File: src/rtl/uart_tx_ctrl.sv
// UART transmit controller: byte FIFO on a valid/ready handshake feeding an
// 8N1 serializer. Define UART_PARITY_EN to insert an even-parity bit (8E1).
module uart_tx_ctrl #(
  parameter int unsigned CLKS_PER_BIT = 434,
  parameter int unsigned FIFO_DEPTH   = 16
) (
  input  logic                          i_clk,
  input  logic                          i_rst_n,
  input  logic                          i_valid,
  input  logic [7:0]                    i_data,
  output logic                          o_ready,
  output logic                          o_tx,
  output logic                          o_busy,
  output logic [$clog2(FIFO_DEPTH):0]   o_fifo_count
);

  localparam int unsigned PtrW  = $clog2(FIFO_DEPTH);
  localparam int unsigned CntW  = PtrW + 1;
  localparam int unsigned BaudW = $clog2(CLKS_PER_BIT);

  localparam logic [BaudW-1:0] BaudLast = BaudW'(CLKS_PER_BIT - 1);
  localparam logic [CntW-1:0]  CntFull  = CntW'(FIFO_DEPTH);

`ifdef UART_PARITY_EN
  typedef enum logic [2:0] {StIdle, StStart, StData, StParity, StStop} state_e;
`else
  typedef enum logic [1:0] {StIdle, StStart, StData, StStop} state_e;
`endif

  state_e            state_q, state_d;
  logic [BaudW-1:0]  baud_q, baud_d;
  logic [2:0]        bit_idx_q, bit_idx_d;
  logic [7:0]        shift_q, shift_d;
  logic              tx_q, tx_d;
  logic [CntW-1:0]   count_q, count_d;
  logic [PtrW-1:0]   wr_ptr_q, wr_ptr_d;
  logic [PtrW-1:0]   rd_ptr_q, rd_ptr_d;
  logic [7:0]        mem_q [FIFO_DEPTH];
`ifdef UART_PARITY_EN
  logic              parity_q, parity_d;
`endif

  logic push;
  logic pop;
  logic baud_last;

  assign o_ready      = (count_q != CntFull);
  assign o_busy       = (state_q != StIdle) || (count_q != '0);
  assign o_fifo_count = count_q;
  assign o_tx         = tx_q;

  assign push      = i_valid && o_ready;
  assign pop       = (state_q == StIdle) && (count_q != '0);
  assign baud_last = (baud_q == BaudLast);

  // FIFO storage; data needs no reset since count gates every read.
  always_ff @(posedge i_clk) begin
    if (push) begin
      mem_q[wr_ptr_q] <= i_data;
    end
  end

  // FIFO pointer and occupancy next-state; pointers wrap naturally at the power-of-2 depth.
  always_comb begin
    wr_ptr_d = wr_ptr_q;
    rd_ptr_d = rd_ptr_q;
    count_d  = count_q;
    if (push) begin
      wr_ptr_d = wr_ptr_q + PtrW'(1);
    end
    if (pop) begin
      rd_ptr_d = rd_ptr_q + PtrW'(1);
    end
    case ({push, pop})
      2'b10:   count_d = count_q + CntW'(1);
      2'b01:   count_d = count_q - CntW'(1);
      default: count_d = count_q;
    endcase
  end

  // Serializer FSM; tx_d is the line level for the cycle after this edge.
  always_comb begin
    state_d   = state_q;
    baud_d    = baud_q;
    bit_idx_d = bit_idx_q;
    shift_d   = shift_q;
    tx_d      = tx_q;
`ifdef UART_PARITY_EN
    parity_d  = parity_q;
`endif
    unique case (state_q)
      StIdle: begin
        tx_d   = 1'b1;
        baud_d = '0;
        if (pop) begin
          shift_d = mem_q[rd_ptr_q];
`ifdef UART_PARITY_EN
          parity_d = ^mem_q[rd_ptr_q];
`endif
          state_d = StStart;
          tx_d    = 1'b0;
        end
      end
      StStart: begin
        if (baud_last) begin
          state_d   = StData;
          baud_d    = '0;
          bit_idx_d = '0;
          tx_d      = shift_q[0];
        end else begin
          baud_d = baud_q + BaudW'(1);
        end
      end
      StData: begin
        if (baud_last) begin
          baud_d = '0;
          if (bit_idx_q == 3'd7) begin
`ifdef UART_PARITY_EN
            state_d = StParity;
            tx_d    = parity_q;
`else
            state_d = StStop;
            tx_d    = 1'b1;
`endif
          end else begin
            bit_idx_d = bit_idx_q + 3'd1;
            shift_d   = {1'b0, shift_q[7:1]};
            tx_d      = shift_q[1];
          end
        end else begin
          baud_d = baud_q + BaudW'(1);
        end
      end
`ifdef UART_PARITY_EN
      StParity: begin
        if (baud_last) begin
          state_d = StStop;
          baud_d  = '0;
          tx_d    = 1'b1;
        end else begin
          baud_d = baud_q + BaudW'(1);
        end
      end
`endif
      StStop: begin
        tx_d = 1'b1;
        if (baud_last) begin
          state_d = StIdle;
          baud_d  = '0;
        end else begin
          baud_d = baud_q + BaudW'(1);
        end
      end
      default: begin
        state_d = StIdle;
        baud_d  = '0;
        tx_d    = 1'b1;
      end
    endcase
  end

  // State registers; reset drives the line high at once and discards queued bytes.
  always_ff @(posedge i_clk or negedge i_rst_n) begin
    if (!i_rst_n) begin
      state_q   <= StIdle;
      baud_q    <= '0;
      bit_idx_q <= '0;
      shift_q   <= '0;
      tx_q      <= 1'b1;
      count_q   <= '0;
      wr_ptr_q  <= '0;
      rd_ptr_q  <= '0;
`ifdef UART_PARITY_EN
      parity_q  <= 1'b0;
`endif
    end else begin
      state_q   <= state_d;
      baud_q    <= baud_d;
      bit_idx_q <= bit_idx_d;
      shift_q   <= shift_d;
      tx_q      <= tx_d;
      count_q   <= count_d;
      wr_ptr_q  <= wr_ptr_d;
      rd_ptr_q  <= rd_ptr_d;
`ifdef UART_PARITY_EN
      parity_q  <= parity_d;
`endif
    end
  end

endmodule

File: config.mk
export PLATFORM = sky130hd
export DESIGN_NAME = uart_tx_ctrl
export DESIGN_NICKNAME = d
export VERILOG_FILES = /design/src/rtl/uart_tx_ctrl.sv
export SDC_FILE = /design/constraint.sdc
export NUM_CORES = 1
export LEC_CHECK = 0
export BUFFER_PORTS_ARGS = -buffer_cell sky130_fd_sc_hd__buf_2
export CORE_ASPECT_RATIO = 1.2
export CORE_UTILIZATION = 55
export CTS_BUF_LIST = sky130_fd_sc_hd__clkbuf_4 sky130_fd_sc_hd__clkbuf_8 sky130_fd_sc_hd__clkbuf_16
export CTS_CLUSTER_SIZE = 25
export DETAILED_ROUTE_END_ITERATION = 10
export GPL_ROUTABILITY_DRIVEN = 0
export PLACE_DENSITY = 0.76
export SETUP_SLACK_MARGIN = 0.5
export SYNTH_ARGS = -nofsm -noshare
export SYNTH_HDL_FRONTEND = slang
export SYNTH_SLANG_ARGS = --single-unit
File: constraint.sdc
create_clock -name i_clk -period 3.6 [get_ports i_clk]
set_clock_uncertainty 0.1 [all_clocks]
set_input_delay 0.54 -clock i_clk [delete_from_list [all_inputs] [get_ports i_clk]]
set_output_delay 0.54 -clock i_clk [all_outputs]
set_load 0.005 [all_outputs]
==> results of run 1 <==
path summary, 6_finish.rpt:
| path | from | to | depth (start not counted) |
|---|---|---|---|
| max | o_fifo_count[1]$_DFFE_PN0P_ | o_fifo_count[4]$_DFFE_PN0P_ | 10 |
| min | i_rst_n | o_fifo_count[1]$_DFFE_PN0P_ | 1 |
| max reg2reg | o_fifo_count[1]$_DFFE_PN0P_ | o_fifo_count[4]$_DFFE_PN0P_ | 10 |
| min reg2reg | shift_q[5]$_DFFE_PN0P_ | shift_q[5]$_DFFE_PN0P_ | 1 |
| max in group asynchronous | i_rst_n | baud_q[5]$_DFF_PN0_ | 1 |
| min in group i_clk | shift_q[5]$_DFFE_PN0P_ | shift_q[5]$_DFFE_PN0P_ | 1 |
worst max-delay path: cells and delay by family, from the launching register on:
family / cells / cell delay (ns)
AOI/OAI and AO/OA: 4 / 0.72
xor gates and xnor gates: 2 / 0.29
adders and majority gates: 2 / 0.49
DFF: 1 / 0.46
and+or+nand+nor: 2 / 0.66
repair_timing:
action | CTS | global route
hold endpoints to repair | 0 | 0
hold buffers | 0 | 0
gates resized for setup | 0 | 3
setup endpoints to repair | 0 | 5
buffers inserted | 0 | 0
layer usage:
layer	vias up	GRT usage [%]
met3	20	4.85
met2	94	36.8
met4	0	8.62
met1	1909	27.0
li1	1718	-
met5	-	0
metrics by stage:
step	power (mW)	util [%]
3_3_place_gp	4.45	58.6
3_5_place_dp	4.54	58.6
6_report	6.19	63.2
2_1_floorplan	4.09	-
5_1_grt	6.51	63.2
4_1_cts	6.22	63.1
cell families (layout without fill, tap and decap cells):
logic type,count (synthesis),after routing,synth area share [%]
AO/OA/AOI/OAI,64,64,6.46
XOR/XNOR,19,19,2.39
adder cells (fa/ha/maj),17,17,3.06
buffers and inverters,29,64,2.23
flip-flops,164,164,68.3
multiplexers,46,46,10.7
AND/OR/NAND/NOR,100,100,6.90
cells in the final DEF, fill, tap and decap left out, drive strengths merged, types with 2 or more instances in the layout:
cell and instances:
xor2 9, mux2 4, nand4 2, mux4 22, xnor2 10, a21oi 11, a31oi 3, inv 9
a22oi 12, o21a 8, dfrtp 35, clkbuf 20, mux2i 20, a22o 3, and2 2, o21ai 9
nor2 35, o22ai 5, nand3 6, a211oi 2, ha 17, nand2b 5, buf 24, o311ai 6
clkinv 5, nand2 29, clkinvlp 5, nor3 6, edfxtp 128, nor2b 7
cell type report:
type	instances	share of cell area [%]
clock buffers	20	5.80
multi-input cells	246	26.6
flip-flops and latches	164	61.5
repair buffers	24	1.75
well taps	161	2.61
clock inverters	12	1.39
inverters	8	0.389
flip-flops by register name (all words and copies together) (netlist names):
name and count:
state_q 2, baud_q 9, shift_q 8, mem_q 128, bit_idx_q 3, o_fifo_count 5, rd_ptr_q 4, wr_ptr_q 4
o_tx 1
cells in the mapped netlist (6+ instances only):
master and number:
inv_1 8, a21oi_1 10, buf_2 7, o21ai_0 9, nor2_1 35, nand2_1 29
o21a_1 8, mux4_2 22, nand3_1 6, edfxtp_1 128, xnor2_1 10, xor2_1 9
dfrtp_1 35, a22oi_1 12, mux2i_1 20, nor2b_1 7, nor3_1 6, ha_1 17
power by group through the flow:
stage                     combinational (mW)  sequential, mW  clock (mW)
after CTS                               1.89            2.63        1.71
after global placement                  1.80            2.64           0
final                                   1.87            2.64        1.69
after detailed placement                1.87            2.67           0
after floorplan                         1.55            2.53           0
after global routing                    2.07            2.67        1.77
==> flow_metrics.py, run 1 <==
metrics = {
    "floorplan": {
        "start_util_pct": 56.9,
        "chipHeight_microns": 125,
        "die_area_sq_mm": 0.0131,
        "core_sq_mm": 0.0122,
        "fp.dieW_microns": 105,
        "row_count": 44,
        "io_pins": 19,
    },
    "final_layout": {
        "stdcell_area_sq_mm": 0.00772,
        "nets": 489,
        "multi_input_area_sq_mm": 0.00205,
        "seq_area_sq_mm": 0.00475,
        "fillCellCount": 883,
        "drive_above_1_share_pct": 19.0,
        "antenna_cells": 0,
        "area_growth_pct": 11.1,
        "final_cells": 635,
    },
    "critical_path": {
        "rrSetupSlack_ns": 0.77,
        "critPathMaxFanout": 8,
        "cp_data_arrival_time_ns": 3.04,
        "cp_slowest_stage_delay_ns": 0.59,
        "worstPathRequired_ns": 3.80,
        "worst-setup-path-type": "reg2reg",
        "crit_chain": "or4_4 > o21a_1 > ha_2 > xor2_1 > ha_1 > o211ai_1 > a21oi_1 > a31oi_1 > nor2_1 > xor2_1",
        "timing.critical_path.mode_cell": "xor2_1",
        "slowest_stage": "or4_4",
        "worst_setup_path_end_kind": "flip-flop",
        "cp-start-kind": "flip-flop",
    },
    "logic_synthesis": {
        "synthCells": 439,
        "syn-num-nets": 467,
        "syn_area_sq_mm": 0.00695,
        "async_flop_share_pct": 22.0,
        "ys_seq_area_share_pct": 68.3,
        "ys_ff_latch": 164,
        "yosys-top-cells-area": "edfxtp_1, dfrtp_1, mux4_2",
        "yosys_warnings": 0,
        "synth_edf_count": 128,
        "yosysTopAreaCellShare_pct": 55.3,
        "ys.flop_type": "edfxtp_1",
        "ys_types": 48,
        "syn_area_per_cell_sq_um": 15.8,
        "yosysTopAreaCell": "edfxtp_1",
    },
    "place": {
        "dp_cells": 603,
        "dp_hpwl_microns": 8200,
        "portBuffers": 18,
        "place_ws_ns": 0.688,
        "dpl_cell_area_sq_mm": 0.00716,
    },
    "timing": {
        "finalHoldViolCount": 0,
        "setup-violations-final": 0,
        "max_freq_mhz": 353,
        "relSlewSlack_pct": 24.9,
        "timing.final.crit_period_ns": 2.83,
        "setup_ws_ns": 0.767,
        "tns_ns": 0,
        "whs_ns": 0.103,
        "fin_crit_sh_pct": 78.7,
        "worst_pin_slew_ns": 1.13,
        "slew_violations": 0,
        "rsz0062_at_grt": "false",
    },
    "pwr": {
        "ir_worst_vdd_mv": 0.544,
        "p_switching_mw": 2.01,
        "p_seq_share_pct": 42.6,
        "clockPowerShare_pct": 27.2,
        "intPower_mw": 4.18,
        "swShare_pct": 32.5,
        "p_leak_nw": 2.75,
        "powerDensity_mw_per_mm2": 801,
        "combPwrFrac_pct": 30.2,
    },
    "run": {
        "drv_cap": 0,
    },
    "grt": {
        "grt_max_degree": 37,
        "track_usage_pct": 21.6,
        "grt_pass1_vias": 3817,
        "grt_first_pass_wirelength_microns": 20600,
        "antenna_found_initial": 0,
        "grt_overflow": 0,
    },
    "clock_tree": {
        "insertion_delay_ns": 0.42,
        "cts_max_level": 4,
        "numClockSinks": 164,
        "clock_path_buffers": 2,
        "numCtsBuffers": 17,
        "clock-root-buffer": "clkbuf_16",
        "clk_pin_slew_worst_paths_ns": 0.06,
        "cts_tree": "yes",
    },
    "route": {
        "drcViolationCount": 0,
        "met1_length_microns": 5200,
        "detail_route.wl_per_cell_microns": 20.2,
        "dr_wl_met3_microns": 545,
        "wirelength_microns": 12800,
        "dr.max_layer_used": "met4",
        "drtAntennaViolNets": 0,
        "vias": 3741,
        "via_per_inst": 5.89,
        "met2_length_microns": 6820,
        "first_iter_violations": 320,
        "firstDrtPassIters": 6,
    },
    "status": {
        "status": "finished, final reports clean",
    },
    "min_path": {
        "hold_path_class": "in2async",
    },
}
(Power assumes the default switching activity.)
==> run 2, diff against run 1 <==
--- a/config.mk
+++ b/config.mk
@@ -5,6 +5,7 @@
 export SDC_FILE = /design/constraint.sdc
 export NUM_CORES = 1
 export LEC_CHECK = 0
+export ABC_AREA = 1
 export BUFFER_PORTS_ARGS = -buffer_cell sky130_fd_sc_hd__buf_2
 export CORE_ASPECT_RATIO = 1.2
 export CORE_UTILIZATION = 55
==> constraint.sdc (replaced) <==
create_clock -name i_clk -period 2.65 [get_ports i_clk]
set_clock_uncertainty 0.1 [all_clocks]
set_input_delay 0.3975 -clock i_clk [delete_from_list [all_inputs] [get_ports i_clk]]
set_output_delay 0.3975 -clock i_clk [all_outputs]
set_load 0.005 [all_outputs]
==> run 2 against run 1 <==
Against the previous run: final area is 11% higher; critical path type unchanged; global-route usage is 3.1 points higher; setup slack worse by 0.34 ns; combinational power is 97% higher; register-to-register slack worse by 0.34 ns; clock power is 45% higher; highest routed layer unchanged; core utilization is 1.8 points higher; fmax is 28% higher; hold slack better by 0.10 ns; total power is 55% higher; final cell count is 50% higher.
==> flow_metrics.py, run 2 <==
metrics = {
    "status": {
        "status": "finished, final reports clean",
    },
    "clock_tree": {
        "cts_tree": "yes",
        "clk_pin_slew_worst_paths_ns": 0.07,
        "clock_path_buffers": 2,
        "insertion_delay_ns": 0.43,
        "cts_max_level": 4,
        "numClockSinks": 164,
        "numCtsBuffers": 17,
        "clock-root-buffer": "clkbuf_16",
    },
    "critical_path": {
        "cp_slowest_stage_delay_ns": 0.44,
        "reg2reg_from": "o_fifo_count[2]$_DFFE_PN0P_",
        "slowest_stage": "dfrtp_2",
        "reg2reg_depth": 12,
        "critPathMaxFanout": 4,
        "worstPathRequired_ns": 2.87,
        "timing.rr.end": "o_fifo_count[3]$_DFFE_PN0P_",
        "cp_data_arrival_time_ns": 2.44,
        "worst_setup_path_end_kind": "flip-flop",
        "worst-setup-path-type": "reg2reg",
        "rrSetupSlack_ns": 0.43,
        "crit_chain": "nor2_4 > nand3b_1 > nand2_4 > inv_6 > buf_4 > ha_1 > nand2_1 > inv_1 > a21boi_0 > nand3_1 > nand3_1 > nand2_1",
        "cp-start-kind": "flip-flop",
    },
    "timing": {
        "rsz0062_at_grt": "true",
        "max_freq_mhz": 451,
        "setup-violations-final": 0,
        "slew_violations": 0,
        "tns_ns": 0,
        "finalHoldViolCount": 0,
        "whs_ns": 0.203,
        "relSlewSlack_pct": 44.1,
        "setup_ws_ns": 0.431,
        "timing.final.crit_period_ns": 2.22,
        "fin_crit_sh_pct": 83.7,
        "worst_pin_slew_ns": 0.839,
    },
    "grt": {
        "grt_overflow": 0,
        "grt_first_pass_wirelength_microns": 25000,
        "grt_pass1_vias": 5063,
        "track_usage_pct": 24.7,
        "antenna_found_initial": 0,
        "grt_max_degree": 39,
    },
    "logic_synthesis": {
        "yosysMostFrequentCell": "nand2_1",
        "ys_ff_latch": 164,
        "ys_types": 36,
        "synthCells": 733,
        "syn-num-nets": 761,
        "syn_area_per_cell_sq_um": 10.1,
        "ys_seq_area_share_pct": 63.8,
        "netlist_top_cells_count": "nand2_1, edfxtp_1, nand3_1",
        "ys.flop_type": "edfxtp_1",
        "async_flop_share_pct": 22.0,
        "yosysTopAreaCell": "edfxtp_1",
        "syn_area_sq_mm": 0.00744,
        "yosys-top-cells-area": "edfxtp_1, dfrtp_1, nand2_1",
        "yosysTopAreaCellShare_pct": 51.7,
        "yosys_warnings": 0,
        "synth_edf_count": 128,
    },
    "floorplan": {
        "io_pins": 19,
        "fp.dieW_microns": 108,
        "die_area_sq_mm": 0.0140,
        "start_util_pct": 56.4,
        "row_count": 46,
        "chipHeight_microns": 129,
        "core_sq_mm": 0.0132,
    },
    "pwr": {
        "powerDensity_mw_per_mm2": 1120,
        "ir_worst_vdd_mv": 0.638,
        "p_leak_nw": 3.71,
    },
    "final_layout": {
        "antenna_cells": 0,
        "nets": 802,
        "regMostFlops": "mem_q",
        "mostFrequentLayoutCells": "nand2_1, edfxtp_1, nand3_1",
        "final_common_cell": "nand2_1",
        "fillCellCount": 918,
        "final_cells": 955,
        "area_growth_pct": 15.1,
        "postLayoutCoreUtil_pct": 65.0,
        "drive_above_1_share_pct": 16.3,
        "reg_top3": "mem_q (128), baud_q (9), shift_q (8)",
        "largest_reg_flops": 128,
    },
    "route": {
        "detail_route.wl_per_cell_microns": 17.1,
        "via_per_inst": 5.50,
        "firstDrtPassIters": 6,
        "first_iter_violations": 553,
        "wirelength_microns": 16400,
        "drtAntennaViolNets": 0,
        "vias": 5253,
        "drcViolationCount": 0,
    },
    "min_path": {
        "min_to": "wr_ptr_q[0]$_DFFE_PN0P_",
        "hold_depth": 3,
        "worstHoldStart": "i_valid",
        "hold_path_class": "in2reg",
    },
    "run": {
        "drv_cap": 0,
    },
    "place": {
        "place_ws_ns": 0.259,
        "dp_cells": 905,
        "portBuffers": 18,
        "dp_hpwl_microns": 10000,
    },
}
-- run 2: cell count changes after synthesis, sizes merged, moves of 8 or more --
cell	before	now
mux4	22	0
o21a	8	0
a22oi	12	0
nand3	6	89
nand2	29	226
nor2	35	62
inv	8	84
buf	16	24
mux2i	20	0
-- run 2: metrics by stage --
step | cell area, sq um | power [mW]
after floorplan | 7450 | 5.92
after global placement | 7710 | 6.61
after detailed placement | 7710 | 6.72
after CTS | 8350 | 9.25
after global routing | 8560 | 10.2
final | 8560 | 9.61
-- run 2: kinds of logic (layout without fill, tap and decap cells) --
logic type                 count (synthesis)  after routing  synth area share (%)
AOI/OAI and AO/OA                         31             31                  2.39
and+or+nand+nor                          393            393                  22.8
DFF                                      164            164                  63.8
adders and majority gates                 17             17                  2.86
buffers and inverters                    114            168                  6.54
xor gates and xnor gates                  14             14                  1.65
-- run 2: area by class of cell --
type                       count  area, sq um  area share [%]
multi-input combinational    455         2330            27.2
sequential                   164         4750            55.5
inverter                      86          328            3.83
timing repair buffer          50          345            4.03
tap                          168          210            2.46
clock buffer                  17          425            4.97
clock inverter                15          168            1.96
-- run 2: what timing repair did --
item                                    in CTS  in global routing
endpoints found under the hold margin       35                  0
hold buffers                                 1                  0
pin swaps                                    0                 11
endpoints found under the setup margin      59                 76
resized for setup                           10                 24
buffers inserted                             0                 17
-- run 2: critical path, delay by kind of cell, from the launching register on --
family	cells	cell delay (ns)
AND/OR/NAND/NOR	7	0.87
flip-flops	1	0.44
buffers and inverters	3	0.24
AO/OA/AOI/OAI	1	0.24
adder cells (fa/ha/maj)	1	0.21
-- run 2: report_power, final --
part           switching, mW  leakage, nW  internal (mW)  total [mW]
Combinational           2.41         1.81           1.28        3.69
Sequential             0.257         1.60           3.22        3.47
Clock                   1.04        0.291           1.41        2.45
Total                   3.70         3.71           5.91        9.61
-- run 2: worst max path at each step --
stage,from,endpoint,cells past startpoint
finish,o_fifo_count[2]$_DFFE_PN0P_,o_fifo_count[3]$_DFFE_PN0P_,12
global route,o_fifo_count[2]$_DFFE_PN0P_,o_fifo_count[3]$_DFFE_PN0P_,11
CTS,o_fifo_count[0]$_DFFE_PN0P_,o_fifo_count[4]$_DFFE_PN0P_,13
detailed placement,state_q[1]$_DFFE_PN0P_,o_fifo_count[4]$_DFFE_PN0P_,14
global placement,state_q[0]$_DFFE_PN0P_,o_fifo_count[4]$_DFFE_PN0P_,14
floorplan,state_q[0]$_DFFE_PN0P_,o_fifo_count[4]$_DFFE_PN0P_,14
-- run 2: metal layers --
metal | up-vias | routed length [microns] | global-route usage, %
met5 | - | 0 | 0
met4 | 0 | 471 | 11.5
met3 | 41 | 1100 | 6.39
met2 | 220 | 8480 | 41.5
met1 | 2511 | 6310 | 29.8
li1 | 2481 | - | -
==> run 3, diff against run 2 <==
--- a/config.mk
+++ b/config.mk
@@ -13,7 +13,7 @@
 export CTS_CLUSTER_SIZE = 25
 export DETAILED_ROUTE_END_ITERATION = 10
 export GPL_ROUTABILITY_DRIVEN = 0
-export PLACE_DENSITY = 0.76
+export PLACE_DENSITY = 0.78
 export SETUP_SLACK_MARGIN = 0.5
 export SYNTH_ARGS = -nofsm -noshare
 export SYNTH_HDL_FRONTEND = slang
==> constraint.sdc (replaced) <==
create_clock -name i_clk -period 2 [get_ports i_clk]
set_clock_uncertainty 0.1 [all_clocks]
set_input_delay 0.3 -clock i_clk [delete_from_list [all_inputs] [get_ports i_clk]]
set_output_delay 0.3 -clock i_clk [all_outputs]
set_load 0.005 [all_outputs]
==> run 3 against run 2 <==
Against the previous run: the flow now finishes with violations (negative setup slack); first-iteration DRC count is 10% higher; global-route usage increased by 2.8 points; via count is 11% higher; fmax about the same; core utilization increased by 7.4 points; total power increased by 58%; register-to-register slack got worse by 0.65 ns; flip-flop and latch count did not move; largest power group unchanged.
==> flow_metrics.py, run 3 (synthesized netlist as in run 2, its figures left out) <==
metrics = {
    "clock_tree": {
        "cts_max_level": 4,
        "clock-root-buffer": "clkbuf_16",
        "cts_tree": "yes",
        "clk_pin_slew_worst_paths_ns": 0.07,
        "numClockSinks": 164,
        "insertion_delay_ns": 0.43,
        "clock_path_buffers": 2,
        "numCtsBuffers": 17,
    },
    "final_layout": {
        "mostFrequentLayoutCells": "nand2_1, edfxtp_1, inv_1",
        "nets": 835,
        "reg_top3": "mem_q (128), baud_q (9), shift_q (8)",
        "regMostFlops": "mem_q",
        "final_common_cell": "nand2_1",
        "stdcell_area_sq_mm": 0.00954,
        "drive_above_1_share_pct": 26.7,
        "final_cells": 987,
        "antenna_cells": 0,
        "fillCellCount": 747,
        "multi_input_area_sq_mm": 0.00279,
        "seq_area_sq_mm": 0.00475,
        "largest_reg_flops": 128,
        "area_growth_pct": 28.2,
    },
    "grt": {
        "grt_max_degree": 39,
        "track_usage_pct": 27.5,
        "grt_first_pass_wirelength_microns": 27900,
        "antenna_found_initial": 0,
        "grt_pass1_vias": 5402,
        "grt_overflow": 0,
    },
    "critical_path": {
        "cp_data_arrival_time_ns": 2.49,
        "worst-setup-path-type": "reg2reg",
        "reg2reg_from": "o_fifo_count[0]$_DFFE_PN0P_",
        "rrSetupSlack_ns": -0.22,
        "timing.rr.end": "o_fifo_count[4]$_DFFE_PN0P_",
        "crit_start": "o_fifo_count[0]$_DFFE_PN0P_",
        "critPathMaxFanout": 4,
        "worst_setup_path_end_kind": "flip-flop",
        "reg2reg_depth": 14,
        "worstPathRequired_ns": 2.27,
        "critPathCapture": "o_fifo_count[4]$_DFFE_PN0P_",
        "cp-start-kind": "flip-flop",
    },
    "floorplan": {
        "row_count": 46,
        "io_pins": 19,
        "fp.dieW_microns": 108,
        "chipHeight_microns": 129,
        "core_sq_mm": 0.0132,
        "die_area_sq_mm": 0.0140,
        "start_util_pct": 56.4,
    },
    "timing": {
        "setup_ws_ns": -0.218,
        "setup-violations-final": 113,
        "fin_crit_sh_pct": 111,
        "tns_ns": -2.90,
        "relSlewSlack_pct": 43.2,
        "rsz0062_at_grt": "true",
        "finalHoldViolCount": 0,
        "worst_pin_slew_ns": 0.852,
        "max_freq_mhz": 451,
        "timing.final.crit_period_ns": 2.22,
        "slew_violations": 0,
    },
    "place": {
        "place_ws_ns": -0.166,
        "portBuffers": 18,
        "dp_cells": 909,
        "dp_hpwl_microns": 10500,
        "dpl_cell_area_sq_mm": 0.00800,
    },
    "pwr": {
        "powerDensity_mw_per_mm2": 1590,
        "p_switching_mw": 6.11,
        "p_seq_share_pct": 30.7,
        "ir_worst_vdd_mv": 0.769,
        "swShare_pct": 40.3,
        "intPower_mw": 9.06,
        "clockPowerShare_pct": 21.8,
        "p_total_mw": 15.2,
        "p_leak_nw": 4.04,
        "combPwrFrac_pct": 47.4,
    },
    "route": {
        "detail_route.wl_per_cell_microns": 21.0,
        "firstDrtPassIters": 9,
        "via_per_inst": 5.91,
        "drcViolationCount": 0,
        "first_iter_violations": 610,
        "vias": 5833,
        "wirelength_microns": 20800,
        "drtAntennaViolNets": 0,
    },
    "run": {
        "drv_cap": 0,
    },
    "min_path": {
        "worstHoldStart": "i_data[3]",
        "hold_path_class": "in2reg",
    },
    "status": {
        "status": "finished, violations left",
        "violations": "negative setup slack",
    },
}
==> run 3: cell types whose count changed in the layout (fill, tap and decap cells not counted), sizes merged <==
cell      previous run  this run
buf                 49        78
inv                 91        86
clkbuf              17        20
clkinvlp             1         4
bufbuf               0         1
bufinv               2         3
clkinv               7         6
nand3               89        90
==> run 3: timing repair <==
action	4_1_cts	5_1_grt
gates cloned	4	2
hold buffers	1	0
setup buffers	19	21
pin swaps	33	29
hold endpoints to repair	35	0
setup endpoints to repair	159	164
resized for setup	55	54
==> run 3: metrics by stage <==
stage               hold WS [ns]  util, %
global placement           0.327     60.7
detailed placement         0.339     60.7
global route               0.184     72.4
floorplan                -0.0956        -
finish                     0.183     72.4
CTS                        0.171     69.2
==> run 3: power groups by stage <==
stage	Clock, mW	Combinational, mW	Sequential, mW
floorplan	0	3.67	4.56
global placement	0	4.68	4.59
detailed placement	0	4.89	4.62
CTS	3.29	6.00	4.57
global route	3.45	7.61	4.69
finish	3.31	7.20	4.66
==> run 3: layer usage <==
layer | global-route usage [%] | share of wire (%) | up-vias
met4 | 15.2 | 5.6 | 0
met3 | 7.55 | 9.8 | 104
met1 | 32.4 | 34 | 2737
li1 | - | - | 2559
met2 | 45.7 | 50 | 433
met5 | 0 | 0 | -
==> run 3: how the worst min path moves through the flow <==
stage / end / cells past startpoint
finish: mem_q[1][3]$_DFFE_PP_ / 1
global placement: bit_idx_q[1]$_DFFE_PN0P_ / 1
detailed placement: shift_q[3]$_DFFE_PN0P_ / 1
floorplan: baud_q[0]$_DFF_PN0_ / 0
global route: mem_q[4][7]$_DFFE_PP_ / 1
CTS: mem_q[4][7]$_DFFE_PP_ / 1
==> run 3: final cells by class <==
type | count | share of cell area (%)
Tap cell | 168 | 2.20
Clock buffer | 18 | 4.54
Multi-Input combinational cell | 456 | 29.2
Timing Repair Buffer | 82 | 8.93
Clock inverter | 13 | 1.67
Sequential cell | 164 | 49.8
Inverter | 86 | 3.61
==> run 3: worst max-delay path, cell delays in order (launching register included) <==
cell,delay (ns)
dfrtp_1,0.42
nor2_2,0.14
buf_6,0.12
nand3_4,0.08
nand2_4,0.12
ha_4,0.22
xor2_4,0.21
ha_4,0.16
inv_2,0.04
nand2_2,0.06
nand3_2,0.09
nand2_2,0.09
xor2_1,0.14
nand2_1,0.08
nand2_1,0.09
